===== src/rtl/tdc_pulse_meter.sv =====
`timescale 1ns/1ps
// tdc_pulse_meter
//   Measures the high time of the asynchronous stop_in pulse in clk cycles and
//   offers one result per pulse on a valid/ready output port.
//   Path: SYNC_STAGES-flop synchroniser -> FILT_LEN-sample level filter -> FSM.
//   Handshake: meas_valid rises with a result and stays high, with meas_data and
//   meas_ovf frozen, until a cycle where meas_valid && meas_ready; the result
//   is consumed on that clock edge and meas_valid drops the cycle after.
//   Optional feature: define TDC_DROP_CNT_EN to add the drop_cnt output, which
//   counts pulses that arrive while a result is still waiting (saturates at 255).
module tdc_pulse_meter #(
    parameter int CNT_W       = 8,
    parameter int SYNC_STAGES = 2,
    parameter int FILT_LEN    = 3
) (
    input  logic             clk,
    input  logic             reset,
    input  logic             stop_in,
    input  logic             meas_ready,
    output logic             meas_valid,
    output logic [CNT_W-1:0] meas_data,
    output logic             meas_ovf,
`ifdef TDC_DROP_CNT_EN
    output logic [7:0]       drop_cnt,
`endif
    output logic             busy
);

    localparam int FCNT_W = $clog2(FILT_LEN + 1);
    localparam logic [FCNT_W-1:0] FCNT_LAST = FCNT_W'(FILT_LEN - 1);
    localparam logic [CNT_W-1:0]  CNT_MAX   = '1;

    typedef enum logic [1:0] {
        ST_ARM     = 2'd0,
        ST_IDLE    = 2'd1,
        ST_MEASURE = 2'd2,
        ST_HOLD    = 2'd3
    } state_t;

    logic [SYNC_STAGES-1:0] sync_q;
    logic                   sync_s;
    logic                   filt_q, filt_d;
    logic [FCNT_W-1:0]      fcnt_q, fcnt_d;
    logic                   settle_q;
    state_t                 state_q, state_d;
    logic [CNT_W-1:0]       cnt_q, cnt_d;
    logic                   ovf_q, ovf_d;
    logic [CNT_W-1:0]       data_q, data_d;
    logic                   dovf_q, dovf_d;

    assign sync_s = sync_q[SYNC_STAGES-1];

    // Synchroniser shift chain for the asynchronous stop input.
    always_ff @(posedge clk) begin
        if (reset) begin
            sync_q <= '0;
        end else begin
            sync_q <= {sync_q[SYNC_STAGES-2:0], stop_in};
        end
    end

    // Level filter: the filtered level follows s only after FILT_LEN consecutive
    // differing samples, so both edges get the same delay and widths survive.
    always_comb begin
        filt_d = filt_q;
        fcnt_d = '0;
        if (sync_s != filt_q) begin
            if (fcnt_q == FCNT_LAST) begin
                filt_d = sync_s;
            end else begin
                fcnt_d = fcnt_q + 1'b1;
            end
        end
    end

    // Filter state registers.
    always_ff @(posedge clk) begin
        if (reset) begin
            filt_q <= 1'b0;
            fcnt_q <= '0;
        end else begin
            filt_q <= filt_d;
            fcnt_q <= fcnt_d;
        end
    end

    // Next-state and datapath logic. ARM only releases once the whole input path
    // is quiet. The first cycle after reset is always spent in ARM (settle_q low)
    // so a pulse already high at reset release reaches the sync chain and keeps
    // ARM waiting until that pulse has completely gone.
    always_comb begin
        state_d = state_q;
        cnt_d   = cnt_q;
        ovf_d   = ovf_q;
        data_d  = data_q;
        dovf_d  = dovf_q;
        case (state_q)
            ST_ARM: begin
                if (settle_q && !filt_q && (fcnt_q == '0) && (sync_q == '0)) begin
                    state_d = ST_IDLE;
                end
            end
            ST_IDLE: begin
                // f is known low on entry, so f high here is its rising edge.
                if (filt_q) begin
                    state_d = ST_MEASURE;
                    cnt_d   = CNT_W'(1);
                    ovf_d   = 1'b0;
                end
            end
            ST_MEASURE: begin
                if (filt_q) begin
                    if (cnt_q == CNT_MAX) begin
                        ovf_d = 1'b1;
                    end else begin
                        cnt_d = cnt_q + 1'b1;
                    end
                end else begin
                    data_d  = cnt_q;
                    dovf_d  = ovf_q;
                    state_d = ST_HOLD;
                end
            end
            ST_HOLD: begin
                if (meas_ready) begin
                    state_d = ST_ARM;
                end
            end
            default: state_d = ST_ARM;
        endcase
    end

    // FSM, counter and result registers.
    always_ff @(posedge clk) begin
        if (reset) begin
            state_q  <= ST_ARM;
            settle_q <= 1'b0;
            cnt_q    <= '0;
            ovf_q    <= 1'b0;
            data_q   <= '0;
            dovf_q   <= 1'b0;
        end else begin
            state_q  <= state_d;
            settle_q <= 1'b1;
            cnt_q    <= cnt_d;
            ovf_q    <= ovf_d;
            data_q   <= data_d;
            dovf_q   <= dovf_d;
        end
    end

    assign meas_valid = (state_q == ST_HOLD);
    assign busy       = (state_q == ST_MEASURE) || (state_q == ST_HOLD);
    assign meas_data  = data_q;
    assign meas_ovf   = dovf_q;

`ifdef TDC_DROP_CNT_EN
    logic       filt_prev_q;
    logic [7:0] drop_q;

    // Count rising edges of the filtered level seen while a result is held.
    always_ff @(posedge clk) begin
        if (reset) begin
            filt_prev_q <= 1'b0;
            drop_q      <= '0;
        end else begin
            filt_prev_q <= filt_q;
            if ((state_q == ST_HOLD) && filt_q && !filt_prev_q && (drop_q != 8'hFF)) begin
                drop_q <= drop_q + 8'd1;
            end
        end
    end

    assign drop_cnt = drop_q;
`endif

endmodule


===== config.mk =====
export PLATFORM = sky130hd
export DESIGN_NAME = tdc_pulse_meter
export DESIGN_NICKNAME = d
export VERILOG_FILES = /design/src/rtl/tdc_pulse_meter.sv
export SDC_FILE = /design/constraint.sdc
export NUM_CORES = 1
export LEC_CHECK = 0
export ABC_AREA = 1
export CORE_UTILIZATION = 35
export CTS_CLUSTER_DIAMETER = 50
export CTS_CLUSTER_SIZE = 28
export DETAILED_ROUTE_END_ITERATION = 12
export PLACE_DENSITY = 0.67
export SLEW_MARGIN = 20
export SYNTH_ARGS = -nofsm -noshare
export SYNTH_HDL_FRONTEND = slang
export SYNTH_SLANG_ARGS = --single-unit

===== constraint.sdc =====
create_clock -name clk -period 1.45 [get_ports clk]
set_input_delay 0.29 -clock clk [delete_from_list [all_inputs] [get_ports clk]]
set_output_delay 0.29 -clock clk [all_outputs]
set_load 0.03 [all_outputs]

==> results of run 1 <==
worst min path at each step:
| stage | endpoint | depth (start not counted) |
|---|---|---|
| after global routing | fcnt_q[0] | 1 |
| final | fcnt_q[0] | 1 |
| after detailed placement | fcnt_q[0] | 1 |
| after CTS | fcnt_q[0] | 1 |
| after global placement | fcnt_q[0] | 1 |
| after floorplan | fcnt_q[0] | 1 |
logic make-up (layout without fill, tap and decap cells):
family | after synthesis | in the layout | share of synthesized area, %
buffers and inverters | 32 | 66 | 10.90
adder cells (fa/ha/maj) | 8 | 8 | 7.715
flip-flops | 26 | 26 | 40.12
AND/OR/NAND/NOR | 87 | 87 | 31.24
AO/OA/AOI/OAI | 26 | 26 | 10.03
worst reg2reg max path, cell delays in order, from the launching register on:
cell and delay [ps]:
sky130_fd_sc_hd__dfxtp_1 350, sky130_fd_sc_hd__ha_1 180, sky130_fd_sc_hd__nand2_2 90, sky130_fd_sc_hd__nor2_4 120, sky130_fd_sc_hd__nand3_2 100, sky130_fd_sc_hd__buf_4 160
sky130_fd_sc_hd__nand3b_1 70, sky130_fd_sc_hd__nand2_1 50, sky130_fd_sc_hd__inv_1 70, sky130_fd_sc_hd__nor2_2 30
power groups by stage:
stage | Sequential, W | Combinational [W] | Clock (W)
finish | 0.000896 | 0.00104 | 0.000580
global route | 0.000913 | 0.00115 | 0.000648
CTS | 0.000889 | 0.000920 | 0.000607
detailed placement | 0.000895 | 0.000929 | 0
global placement | 0.000893 | 0.000922 | 0
floorplan | 0.00107 | 0.000400 | 0
per-stage QoR:
| step | setup WS, ps | power, W | cell area (µm²) | TNS [ps] |
|---|---|---|---|---|
| floorplan | 60.52 | 0.001467 | 1297 | 0 |
| global placement | 78.84 | 0.001815 | 1612 | 0 |
| detailed placement | -11.74 | 0.001824 | 1612 | -20.53 |
| CTS | 9.575 | 0.002417 | 1705 | 0 |
| global route | -21.15 | 0.002706 | 1772 | -21.15 |
| finish | 53.46 | 0.002516 | 1772 | 0 |
layout by cell type (no fill, tap or decap), types with 2 or more instances in the layout:
master	count
sky130_fd_sc_hd__nand2_1	32
sky130_fd_sc_hd__nor2_1	24
sky130_fd_sc_hd__dfxtp_1	24
sky130_fd_sc_hd__inv_1	22
sky130_fd_sc_hd__buf_4	18
sky130_fd_sc_hd__o21ai_0	13
sky130_fd_sc_hd__a21oi_1	12
sky130_fd_sc_hd__nand3_1	11
sky130_fd_sc_hd__dlygate4sd2_1	9
sky130_fd_sc_hd__nor2_2	6
sky130_fd_sc_hd__ha_1	5
sky130_fd_sc_hd__buf_12	4
sky130_fd_sc_hd__inv_2	3
sky130_fd_sc_hd__nand3_2	3
sky130_fd_sc_hd__clkbuf_8	3
sky130_fd_sc_hd__clkdlybuf4s50_1	3
sky130_fd_sc_hd__nand2_2	2
sky130_fd_sc_hd__nor2_4	2
sky130_fd_sc_hd__nand3b_1	2
sky130_fd_sc_hd__nand4_1	2
sky130_fd_sc_hd__nor3_1	2
sky130_fd_sc_hd__ha_4	2
sky130_fd_sc_hd__buf_6	2
metal layers:
layer  global-route usage, %  up-vias  part of all wire (%)
li1                        -      631                     -
met1                   18.37      514                    49
met2                   23.39       10                    48
met3                   3.285        4                   1.8
met4                   5.233        0                  0.96
met5                       0        -                     0
cell type report:
| class | instances | share of cell area, % |
|---|---|---|
| Multi-Input combinational cell | 121 | 37.85 |
| Clock inverter | 1 | 1.695 |
| Inverter | 26 | 5.650 |
| Tap cell | 46 | 3.249 |
| Clock buffer | 3 | 2.331 |
| Sequential cell | 26 | 29.66 |
| Timing Repair Buffer | 36 | 19.56 |
sequential cells by signal, summed over array words and instances (netlist names):
register	flops
ovf_q	1
meas_ovf	1
meas_data	8
state_q	2
cnt_q	8
sync_q	2
fcnt_q	2
settle_q	1
filt_q	1
repair_timing:
action,4_1_cts,5_1_grt
resized for setup,20,7
setup endpoints to repair,18,9
pin swaps,0,2
buffers inserted,0,5
==> flow_metrics.py, run 1 <==
metrics = {
    "sta": {
        "maxClockFrequency_mhz": 716.1,
        "setup_viol_count_final": 0,
        "period_needed_ps": 1397,
        "report.final.hold_viol_count": 0,
        "least_margin_pin_slew_ps": 306.1,
        "post_route_hold_slack_ps": 416.0,
        "worst_slew_margin_rel_pct": 79.67,
        "timing.clock.skew_ps": 5.265,
        "crit_share_post_route_pct": 96.31,
        "slew_viol_final": 0,
    },
    "cts": {
        "worst_skew_pair.late_latency_ps": 260,
        "clk_root_buffer_cell": "sky130_fd_sc_hd__clkbuf_8",
        "post_cts_hold_buffer_count": 0,
        "cts_tree": "built",
        "h_tree_depth_reported_by_cts": 1,
        "numClockSinks": 26,
        "cts-root-to-sink-buffers": 2,
        "cts.clk_slew.worst_paths_ps": 90,
        "cts-buffers-inserted": 3,
    },
    "grt": {
        "grt_pass1_vias": 1111,
        "globalRouteTotalUtil_pct": 14.39,
        "grt_pass1_wl_mm": 4.595,
        "antenna_found_initial": 0,
        "grt_overflow_total": 0,
        "grt_start_max_net_pins": 19,
    },
    "detailed_routing": {
        "detail-route-antenna-nets": 0,
        "remaining_drc_errors": 0,
        "drt-vias-per-instance": 4.475,
        "dr.pass1.iters": 4,
        "detailedRoute.firstIterationViolations": 32,
        "average_wire_per_standard_cell_um": 9.649,
        "wirelength_mm": 2.499,
        "via_count": 1159,
    },
    "worst_setup_path": {
        "setup.worst_path.class": "reg2out",
        "critical_path.max_stage_delay_ps": 360,
        "critical_path_peak_fanout": 6,
        "worst_path_max_delay_cell": "sky130_fd_sc_hd__dfxtp_2",
        "worst-endpoint-arrival_ps": 1110,
        "timing.rr.end": "cnt_q[3]",
        "crit_required_ps": 1160,
        "timing.reg2reg.setup_slack_ps": 120,
        "endpoint_kind": "output port",
        "timing.reg2reg.worst_path_depth": 9,
        "regToRegStartpoint": "cnt_q[0]",
        "crit_start": "state_q[0]",
        "cpLargestDelayFamily": "flip-flops",
        "path_cells": "inv_2, ha_4, inv_4, nand2_2, buf_6",
        "crit_path_cell_count": 5,
        "timing.critical_path.buf_inv": 3,
        "start_kind": "flip-flop",
        "critical_path.endpoint": "busy",
    },
    "pwr": {
        "power_density_relative_to_cell_area_mw_per_mm2": 1420,
        "clockPowerShare_pct": 23.1,
        "switchingPower_w": 0.0008629,
        "worst_ir_drop_vdd_mv": 0.6837,
        "leak_pwr_nw": 0.7786,
        "internal_power_w": 0.001653,
        "comb_power_share_pct": 41.3,
        "sw_frac_of_total_pct": 34.30,
        "pwr-share-seq_pct": 35.6,
    },
    "logic_synthesis": {
        "yosysMostFrequentCell": "sky130_fd_sc_hd__nand2_1",
        "synth_area_mm2": 0.001297,
        "post_synth_most_frequent_cells": "sky130_fd_sc_hd__nand2_1 (33), sky130_fd_sc_hd__dfxtp_1 (26), sky130_fd_sc_hd__nor2_1 (26)",
        "syn-num-nets": 191,
        "syn_inst": 179,
        "synthesized_flop_and_latch_total": 26,
        "synth_enable_flop_cells": 0,
        "synth.yosys.seq_area_share_pct": 40.12,
        "main_area_contributors_after_synthesis": "sky130_fd_sc_hd__dfxtp_1 (40%), sky130_fd_sc_hd__nand2_1 (9.5%), sky130_fd_sc_hd__ha_1 (7.7%), sky130_fd_sc_hd__nor2_1 (7.5%), sky130_fd_sc_hd__inv_1 (7.2%)",
        "netlist-cell-type-count": 21,
        "ys_async_sr_fraction_pct": 0,
        "yosysTopAreaCellShare_pct": 40.12,
        "avg_cell_area_syn_um2": 7.249,
        "netlist.top_cell.by_area": "sky130_fd_sc_hd__dfxtp_1",
        "postSynth.topFlopCell": "sky130_fd_sc_hd__dfxtp_1",
        "ys_warn_count": 0,
    },
    "finish": {
        "post_route_cells_drive_above_1_share_pct": 23.47,
        "number_of_nets_in_the_finished_design": 226,
        "layout-area-overhead-vs-synth_pct": 36.55,
        "antennaDiodeCount": 0,
        "final_cells": 259,
        "fill_cells": 327,
        "utilization_pct": 51.47,
        "register_area_um2": 525.5,
        "multi_input_comb_area_um2": 670.6,
    },
    "die": {
        "placement_rows": 21,
        "die_h_um": 62.89,
        "die_area_mm2": 0.003955,
        "start_util_pct": 37.70,
        "die_boundary_width_um": 62.89,
        "num_io_pins": 15,
        "core_box_area_mm2": 0.003442,
    },
    "flow_run": {
        "drv.max_cap_violation_count": 0,
    },
    "place": {
        "dp_hpwl_mm": 1.871,
        "place.port_buffers": 14,
        "globalplace.congestion": 0.8382,
        "place.detailed.instances": 250,
    },
    "hold_path": {
        "worstHoldStart": "fcnt_q[0]",
        "holdCritPathClass": "reg2reg",
    },
    "status": {
        "run_status": "complete, no violations",
    },
}
(Power assumes the default switching activity.)
==> run 2: changes to the inputs <==
- CAP_MARGIN: default -> 20
==> results of run 2 <==
Final layout, timing and power as in run 1 (identical DEF).
==> run 3: changes to the inputs <==
- CTS_CLUSTER_DIAMETER: 50 -> 200
- CTS_CLUSTER_SIZE: 28 -> 40
- HOLD_SLACK_MARGIN: default -> 0.08
==> results of run 3 <==
Final layout, timing and power as in run 1 (identical DEF).
